===== src/rtl/mem_access_unit.sv =====
// MEM-stage data-bus controller: turns load/store requests into aligned
// valid/ready bus transactions, stalls the pipeline until completion and
// holds the raw read word for MEM/WB.
// Optional build macro: MEM_ADDR_CHECK_EN enables misalignment detection
// (AdEL/AdES and BadVAddr); without it those outputs are tied to zero.
module mem_access_unit #(
    parameter int ADDR_WIDTH = 32
) (
    input  logic                  clk,
    input  logic                  rst,
    input  logic                  flush,
    input  logic                  stall_in,
    input  logic                  mem_read_flag_in,
    input  logic                  mem_write_flag_in,
    input  logic                  mem_sign_ext_flag_in,
    input  logic [1:0]            mem_size_in,
    input  logic [ADDR_WIDTH-1:0] address_in,
    input  logic [31:0]           mem_write_data_in,
    output logic                  ram_en,
    output logic [3:0]            ram_write_en,
    output logic [ADDR_WIDTH-1:0] ram_addr,
    output logic [31:0]           ram_write_data,
    input  logic                  ram_ready,
    input  logic                  ram_rvalid,
    input  logic [31:0]           ram_read_data,
    output logic [31:0]           read_data_out,
    output logic [3:0]            mem_sel_out,
    output logic                  mem_sign_ext_flag_out,
    output logic                  stall_request,
    output logic                  addr_err_load,
    output logic                  addr_err_store,
    output logic [ADDR_WIDTH-1:0] bad_vaddr
);

    typedef enum logic [1:0] {IDLE, REQ, WAIT, DONE} state_t;

    state_t      state;
    logic        is_load;
    logic        drop;
    logic [3:0]  sel;
    logic [31:0] store_data;
    logic        misaligned;
    logic        access;
    logic        discard;

    // Little-endian byte-lane select from size and low address bits
    always_comb begin
        sel = 4'b1111;
        case (mem_size_in)
            2'd0:    sel = 4'b0001 << address_in[1:0];
            2'd1:    sel = 4'b0011 << {address_in[1], 1'b0};
            default: sel = 4'b1111;
        endcase
    end

    // Replicate right-aligned store data across all lanes
    always_comb begin
        store_data = mem_write_data_in;
        case (mem_size_in)
            2'd0:    store_data = {4{mem_write_data_in[7:0]}};
            2'd1:    store_data = {2{mem_write_data_in[15:0]}};
            default: store_data = mem_write_data_in;
        endcase
    end

`ifdef MEM_ADDR_CHECK_EN
    // Alignment check: halves need addr[0]==0, words (and reserved size) addr[1:0]==0
    always_comb begin
        misaligned = 1'b0;
        case (mem_size_in)
            2'd0:    misaligned = 1'b0;
            2'd1:    misaligned = address_in[0];
            default: misaligned = |address_in[1:0];
        endcase
    end

    assign addr_err_load  = misaligned & mem_read_flag_in;
    assign addr_err_store = misaligned & mem_write_flag_in;
    assign bad_vaddr      = (addr_err_load | addr_err_store) ? address_in : '0;
`else
    assign misaligned     = 1'b0;
    assign addr_err_load  = 1'b0;
    assign addr_err_store = 1'b0;
    assign bad_vaddr      = '0;
`endif

    assign access                = (mem_read_flag_in | mem_write_flag_in) & ~misaligned & ~flush;
    assign mem_sel_out           = sel;
    assign mem_sign_ext_flag_out = mem_sign_ext_flag_in;
    assign stall_request         = ((state == IDLE) & access) | (state == REQ) | (state == WAIT);
    // A flush seen now or earlier in the transaction suppresses the result
    assign discard               = drop | flush;

    // Bus transaction FSM with registered bus outputs and captured read word
    always_ff @(posedge clk or posedge rst) begin
        if (rst) begin
            state          <= IDLE;
            ram_en         <= 1'b0;
            ram_write_en   <= '0;
            ram_addr       <= '0;
            ram_write_data <= '0;
            read_data_out  <= '0;
            is_load        <= 1'b0;
            drop           <= 1'b0;
        end else begin
            case (state)
                IDLE: begin
                    if (access) begin
                        ram_addr       <= {address_in[ADDR_WIDTH-1:2], 2'b00};
                        ram_write_en   <= mem_write_flag_in ? sel : 4'b0000;
                        ram_write_data <= store_data;
                        is_load        <= ~mem_write_flag_in;
                        drop           <= 1'b0;
                        ram_en         <= 1'b1;
                        state          <= REQ;
                    end
                end
                REQ: begin
                    if (ram_ready) begin
                        ram_en <= 1'b0;
                        if (!is_load || ram_rvalid) begin
                            // Store accepted, or load data returned alongside ready
                            if (is_load && !discard) begin
                                read_data_out <= ram_read_data;
                            end
                            state <= discard ? IDLE : DONE;
                            drop  <= 1'b0;
                        end else begin
                            state <= WAIT;
                            drop  <= discard;
                        end
                    end else begin
                        drop <= discard;
                    end
                end
                WAIT: begin
                    if (ram_rvalid) begin
                        if (!discard) begin
                            read_data_out <= ram_read_data;
                        end
                        state <= discard ? IDLE : DONE;
                        drop  <= 1'b0;
                    end else begin
                        drop <= discard;
                    end
                end
                DONE: begin
                    if (flush || !stall_in) begin
                        state <= IDLE;
                    end
                end
                default: state <= IDLE;
            endcase
        end
    end

endmodule


===== config.mk =====
export PLATFORM = sky130hd
export DESIGN_NAME = mem_access_unit
export DESIGN_NICKNAME = d
export VERILOG_FILES = /design/src/rtl/mem_access_unit.sv
export SDC_FILE = /design/constraint.sdc
export NUM_CORES = 1
export LEC_CHECK = 0
export BUFFER_PORTS_ARGS = -buffer_cell sky130_fd_sc_hd__buf_2
export CAP_MARGIN = 20
export CORE_MARGIN = 2
export CORE_UTILIZATION = 46
export DETAILED_ROUTE_END_ITERATION = 6
export GPL_ROUTABILITY_DRIVEN = 1
export PLACE_DENSITY = 0.81
export REMOVE_ABC_BUFFERS = 1
export SKIP_LAST_GASP = 1
export SLEW_MARGIN = 20
export SYNTH_ARGS = -nofsm -noshare
export SYNTH_HDL_FRONTEND = slang
export SYNTH_SLANG_ARGS = --single-unit

===== constraint.sdc =====
create_clock -name clk -period 3.6 [get_ports clk]
set_input_delay 0.36 -clock clk [delete_from_list [all_inputs] [get_ports clk]]
set_output_delay 0.36 -clock clk [all_outputs]
set_load 0.02 [all_outputs]

# After elaboration in Yosys (flattened, before gate mapping)
# Cells that the tools add are included.
# op_classes
muxes	24
bitwise_logic	8
n_eq_ne	11
shifts	2
n_reduce_logical	16
# ops
op	n
32-bit two-way mux	5
32-bit one-hot mux with 2 select lines	2
2-bit two-way mux	6
2-bit inequality test, second input constant	5
2-bit one-hot mux with 4 select lines	1
4-bit one-hot mux with 2 select lines	1
1-bit two-way mux	6
6-bit AND reduction	1
2-bit by 1-bit equality test with 1-bit output, second input constant	2
2-bit equality test, second input constant	2
2-bit zero test	2
4-bit two-way mux	1
2-bit by 1-bit inequality test with 1-bit output, second input constant	2
1-bit OR	4
2-bit AND reduction	2
4-bit AND reduction	1
2-bit nonzero test	2
1-bit by 2-bit left shift with 4-bit output, first input constant	1
2-bit by 2-bit left shift with 4-bit output, first input constant	1
1-bit zero test	3
1-bit one-hot mux with 3 select lines	1
3-bit AND reduction	1
3-bit nonzero test	1
1-bit bitwise AND	2
4 further kinds	6
# totals
elab_cells	69
regBits	103
in_bits	107

# Depth between registers and ports, before layout
# Gate-level depths: netlist of the first run.
# logic_depth
word_depth	7
ltp_mapped	8
depth_no_buf	6

# Least setup slack after synthesis of the first run
# OpenSTA, ideal clock, no wires.
# synth_path
path_type	reg2out
start	reg state[0]
end	out stall_request
t_required_ns	3.240
arrival_time_ns	1.518
setup_slack_ns	1.722
path_buffers	3
stages_incl_launch_ff	8
path_cell_list	dfrtp_1 > inv_1 > ha_1 > clkbuf_1 > o211ai_2 > buf_2 > buf_2 > nand2_1
# synth_between
elab_chain_cells	4
word_cells_on_any_way	6
cone_classes	eq/ne: 2; bitwise: 3; reduce/logical: 1
# synth_rtl
element	line	text
start: declaration	37	state_t state;
start signal: assignment	126	state <= discard ? IDLE : DONE;
start signal: assignment	141	state <= discard ? IDLE : DONE;
2-bit zero test	90	assign stall_request = ((state == IDLE) & access) | (state == REQ) | (state == WAIT);
1-bit bitwise AND	90	
1-bit OR	90	
1-bit OR (*)	90	
end: declaration	29	output logic stall_request,
# Every way passes the cells marked *; elsewhere a longest branch is shown, timed or not.

# Worst setup path after layout of the first run
# layout_path
start	reg state[1]
end	reg read_data_out[31]
# layout_between
elab_chain_cells	3
word_cells_on_any_way	10
cone_classes	eq/ne: 7; mux: 1; reduce/logical: 2
# layout_rtl
element	line	text
2-bit by 1-bit equality test with 1-bit output or 2-bit equality test (tied branches)	106	case (state)
2-bit by 1-bit inequality test with 1-bit output (no source line), or another cell as far along	--	
6-bit AND reduction (no source line)	--	
end signal: assignment	124	read_data_out <= ram_read_data;
end signal: assignment	139	read_data_out <= ram_read_data;
end: declaration	26	output logic [31:0] read_data_out,
# Several ways; a longest one is shown, not always the timed one.
# A chain may end at the register's enable or synchronous reset.

==> flow_summary.yaml, run 1 <==
synth:
  synth-edff-count: 0
  yosysMostFrequentCell: "dfrtp_1"
  synthesis.area_um2: 4780
  ys.flop_type: "dfrtp_1"
  ys_ff_latch: 103
  synth_top_area_cell: "dfrtp_1"
  ys_warn_count: 0
  synth_common_cells: "dfrtp_1 (103), mux2_2 (40), buf_4 (37), nand2_1 (34), mux2_4 (30)"
  synth_top_area_share_pct: 53.9
  postSynthAreaPerCell_um2: 12.6
  yosys-top-cells-area: "dfrtp_1 (54%), mux2_2 (9.4%), mux2_4 (9.4%)"
  async_flop_share_pct: 100
  ys_seq_area_share_pct: 53.9
  synth_cell_type_count: 33
  synthCells: 380
outcome:
  status: "finished, final reports clean"
route:
  via_per_inst: 4.76
  wirelength_mm: 10.4
  postRouteAntennaNets: 0
  vias: 3436
  wl_per_cell_um: 14.4
  drtIter0Drc: 144
  route.detailed.drc: 0
  dr.pass1.iters: 4
timing:
  setup_violations: 0
  grt_setup_unrepaired: "false"
  max_freq_mhz: 456
  setup_tns_ns: 0
  post-route-period-util_pct: 61.0
  finalMaxSlewViolations: 0
  period_minus_slack_ns: 2.19
  hold_viol: 0
  skew_ns: 0.00876
  slew_headroom_pct: 52.4
  tightestPinTransition_ns: 0.714
worst_setup_path:
  timing.critical_path.buf_inv: 2
  critical_path.max_fanout: 32
  r2r-start: "state[1]"
  reg2reg_depth: 6
  rrSetupSlack_ns: 1.41
  cp_slowest_cell: "buf_4"
  critical_path_class: "flop to flop"
  cpLargestDelayFamily: "buffers and inverters"
  cp_data_required_time_ns: 3.85
  cp-start-kind: "flop"
  cp-end-kind: "flop"
  arrival_ns: 2.44
  path_cells: "inv_1, ha_1, o21ai_1, a211oi_4, buf_4, mux2_2"
  cpPeakStageDelay_ns: 0.50
  reg2reg_to: "read_data_out[31]"
global_route:
  grt_pass1_vias: 3388
  grt_max_degree: 91
  grt_util_all_layers_pct: 18.5
  grt-ovfl-total: 0
  antenna_found_initial: 0
  grt_pass1_wl_mm: 16.4
layout:
  design_area_um2: 5950
  drive_gt1_share_pct: 50.9
  area.growth.synth_to_final_pct: 24.5
  fill_cells: 867
  fin_nets: 694
  diodes: 0
place:
  portBuffers: 209
  placed_cell_area_um2: 5790
  dp.final_hpwl_mm: 7.81
  finalWeightedCongestion: 0.825
clock_tree:
  post_cts_resized: 0
  clk_pin_slew_ns: 0.09
  cts_setup_buffers: 0
  cts_buffers: 9
  clockBufferDepth: 2
  cts_hold_buf: 0
  clock-sinks: 103
  cts_tree: "yes"
  clk_root_buffer_cell: "clkbuf_8"
  cts-htree-levels: 3
  clk_latency_ns: 0.36
pwr:
  p_leak_nw: 3.10
  p_sw_mw: 2.15
  internal_power_mw: 3.10
  powerDensity_nw_per_um2: 884
  seqPwrFrac_pct: 38.7
  power_frac_comb_pct: 49.3
  p_sw_share_pct: 41.0
  clkPwrFrac_pct: 12.0
  peakVddDrop_v: 0.000453
floorplan:
  die_y_um: 106
  die_x_um: 106
  core_um2: 10200
  rows: 37
  pin_count: 248
  dieArea_um2: 11200
  start_util_pct: 46.9
flow_run:
  cap_violations: 0
worst_hold_path:
  hold_class: "input pin to async pin"
## state kept, by name, summed over array words and instances (netlist names)
register and flops:
drop 1, ram_addr 30, is_load 1, ram_write_data 32
ram_write_en 4, state 2, ram_en 1, read_data_out 32
## power by group through the flow
stage	combinational, mW	clock (mW)	sequential [mW]
after global placement	2.54	0	2.02
after detailed placement	2.62	0	2.05
after floorplan	1.07	0	2.72
after global routing	2.77	0.695	2.10
final	2.59	0.632	2.04
after CTS	2.61	0.658	2.04
## cells by family (layout without fill, tap and decap cells)
| logic type | Yosys count | count (layout) | share of synthesized area, % |
|---|---|---|---|
| flops | 103 | 103 | 53.9 |
| other cells | 1 | 36 | 0.0785 |
| fa+ha+maj | 5 | 5 | 1.31 |
| mux | 94 | 94 | 23.9 |
| compound gates | 59 | 59 | 7.54 |
| simple gates | 55 | 55 | 4.63 |
| buf+inv | 63 | 234 | 8.61 |
## cell type report
class,count,area [um2],share of cell area (%)
clock buffer,14,153,2.57
clock inverter,1,5.00,0.0842
inverter,7,31.3,0.526
tap,136,170,2.86
multi-input combinational,249,1930,32.4
sequential,103,2580,43.3
timing repair buffer,212,1080,18.2
## stage by stage
stage / hold WS, ns / setup WS, ns / util (%) / power [mW] / instances
2_1_floorplan: 0.472 / 0.293 / - / 3.79 / 359
3_3_place_gp: 0.457 / 1.49 / 56.8 / 4.56 / 707
3_5_place_dp: 0.465 / 1.42 / 56.8 / 4.67 / 707
4_1_cts: 0.200 / 1.41 / 58.4 / 5.31 / 722
5_1_grt: 0.164 / 1.28 / 58.4 / 5.57 / 722
6_report: 0.116 / 1.41 / 58.4 / 5.26 / 722
## layout by cell type, fill, tap and decap left out, types with 2 or more instances in the layout
master / count
o21bai_1: 2
nand2b_1: 3
mux2i_1: 24
a21oi_1: 10
nand2_1: 34
mux2_2: 40
inv_1: 6
clkbuf_1: 4
dfrtp_1: 103
clkbuf_8: 10
a21o_1: 2
conb_1: 36
o21ai_1: 5
nor3_1: 2
buf_2: 209
buf_4: 2
o21ai_0: 28
mux2_4: 30
ha_1: 5
a31oi_1: 2
nor2_1: 14
## worst reg2reg max path: cells and delay by family, from the launching register on
family,cells,cell delay [ns]
fa+ha+maj,1,0.27
flops,1,0.42
compound gates,2,0.35
mux,1,0.42
buf+inv,2,0.61
## per-layer routing
| metal | up-vias | share of wire, % | GRT usage [%] |
|---|---|---|---|
| li1 | 1629 | - | - |
| met1 | 1663 | 41 | 22.9 |
| met2 | 133 | 51 | 31.9 |
| met3 | 11 | 6.5 | 4.78 |
| met4 | 0 | 1.3 | 5.64 |
| met5 | - | 0 | 0 |
## worst max path at each step
stage / slack [ns] / end / cells after the start / from
after CTS: 1.41 / read_data_out[31] / 6 / state[1]
final: 1.41 / read_data_out[31] / 6 / state[1]
after global routing: 1.28 / read_data_out[31] / 6 / state[1]
after global placement: 1.49 / read_data_out[31] / 6 / state[1]
after floorplan: 0.29 / stall_request / 2 / mem_write_flag_in
after detailed placement: 1.42 / read_data_out[31] / 6 / state[1]
Note: power is estimated with default switching activity, not from simulation.
==> inputs of run 2 (changes only) <==
==> constraint.sdc (replaced) <==
create_clock -name clk -period 2.23 [get_ports clk]
set_input_delay 0.223 -clock clk [delete_from_list [all_inputs] [get_ports clk]]
set_output_delay 0.223 -clock clk [all_outputs]
set_load 0.02 [all_outputs]
==> run 2 against run 1 <==
  * Routed wire length up 2.3%
  * Register-to-register slack got worse by 1.2 ns
  * Via count rose by 0.96%
  * Critical path type is now flop to output pin
==> flow_summary.yaml, run 2 (synthesis results as in run 1) <==
worst_setup_path:
  cp-end-kind: "output pin"
  arrival_ns: 1.82
  path_cells: "inv_1, ha_2, o211ai_4, buf_4, nand2_1, buf_2"
  cpPeakStageDelay_ns: 0.41
  critical_path_class: "flop to output pin"
  cp_data_required_time_ns: 2.01
  cp-start-kind: "flop"
  cp_slowest_cell: "dfrtp_1"
  critical_path.max_fanout: 12
place:
  placed_cell_area_um2: 5830
  portBuffers: 209
  pre_cts_slack_ns: 0.242
  dp_cells: 709
  dp.final_hpwl_mm: 7.94
  finalWeightedCongestion: 0.791
route:
  wl_per_cell_um: 14.7
  via_per_inst: 4.79
  wirelength_mm: 10.6
  vias: 3469
  route.detailed.drc: 0
  drtIter0Drc: 152
  dr.pass1.iters: 4
  postRouteAntennaNets: 0
timing:
  period_minus_slack_ns: 2.05
  skew_ns: 0.00788
  tightestPinTransition_ns: 0.585
  finalMaxSlewViolations: 0
  slew_headroom_pct: 60.9
  grt_setup_unrepaired: "false"
  fin_ws_ns: 0.183
  setup_tns_ns: 0
  hold_viol: 0
  post-route-period-util_pct: 91.8
  max_freq_mhz: 488
  setup_violations: 0
  hold_slack_ns: 0.0915
pwr:
  p_leak_nw: 3.13
  total_power_mw: 8.56
  powerDensity_nw_per_um2: 1430
  peakVddDrop_v: 0.000937
layout:
  mostFrequentLayoutCell: "buf_2"
  multi_input_area_um2: 1930
  design_area_um2: 6000
  largestRegisters: "ram_write_data (32), read_data_out (32), ram_addr (30)"
  final-seq-area_um2: 2580
  drive_gt1_share_pct: 51.4
  fin_cells: 724
  final_cell_mix: "buf_2 (209), dfrtp_1 (103), mux2_2 (40)"
  diodes: 0
  fill_cells: 871
  utilization_pct: 58.9
  area.growth.synth_to_final_pct: 25.6
  fin_nets: 697
floorplan:
  die_y_um: 106
  rows: 37
  die_x_um: 106
  start_util_pct: 46.9
  pin_count: 248
  dieArea_um2: 11200
  core_um2: 10200
clock_tree:
  clk_root_buffer_cell: "clkbuf_8"
  clk_latency_ns: 0.35
  clockBufferDepth: 2
  cts-htree-levels: 3
  clock-sinks: 103
  cts_setup_buffers: 0
  clk_pin_slew_ns: 0.09
  cts_buffers: 9
  cts_tree: "yes"
global_route:
  antenna_found_initial: 0
  grt_util_all_layers_pct: 18.5
  grt-ovfl-total: 0
  grt_pass1_wl_mm: 16.4
  grt_pass1_vias: 3453
  grt_max_degree: 77
flow_run:
  cap_violations: 0
outcome:
  status: "finished, final reports clean"
worst_hold_path:
  hold_class: "input pin to flop"
run 2: cell count changes in the layout (fill, tap and decap cells not counted), sizes merged:
cell         delta
dlygate4sd3     +1
buf             +2
clkbuf          -1
run 2: worst max-delay path: cells and delay by family, from the launching register on:
kind,cells,cell delay (ns)
compound gates,1,0.18
fa+ha+maj,1,0.25
buf+inv,3,0.55
flops,1,0.41
simple gates,1,0.08
run 2: where the power goes:
part	leakage, nW	total [mW]	internal (mW)	switching, mW
registers	1.24	3.29	2.79	0.497
logic	1.80	4.23	1.82	2.41
clock network	0.0854	1.04	0.455	0.581
run 2: worst paths after layout:
| path | startpoint | to | slack, ns | cells after the start |
|---|---|---|---|---|
| max | state[0] | stall_request | 0.18 | 6 |
| min | ram_read_data[26] | read_data_out[26] | 0.09 | 2 |
| max reg2reg | state[1] | read_data_out[31] | 0.22 | 6 |
| min reg2reg | ram_write_data[18] | ram_write_data[18] | 0.48 | 2 |
| max in group asynchronous | rst | state[0] | 1.06 | 4 |
| min in group asynchronous | rst | read_data_out[26] | 0.46 | 3 |
run 2: timing repair:
| item | in CTS | in global routing |
|---|---|---|
| gates resized for setup | 0 | 1 |
| endpoints found under the setup margin | 0 | 1 |
| hold buffers | 1 | 0 |
| hold endpoints to repair | 37 | 0 |
run 2: area by class of cell:
| type | instances | share of cell area (%) |
|---|---|---|
| Multi-Input combinational cell | 249 | 32.2 |
| Timing Repair Buffer | 215 | 18.8 |
| Inverter | 7 | 0.479 |
| Sequential cell | 103 | 42.9 |
| Tap cell | 136 | 2.83 |
| Clock inverter | 1 | 0.0834 |
| Clock buffer | 13 | 2.65 |
run 2: metal layers:
metal | share of wire [%] | track usage (%)
met1 | 39 | 22.1
met2 | 52 | 32.3
met3 | 6.6 | 3.92
met4 | 1.7 | 7.99
met5 | 0 | 0
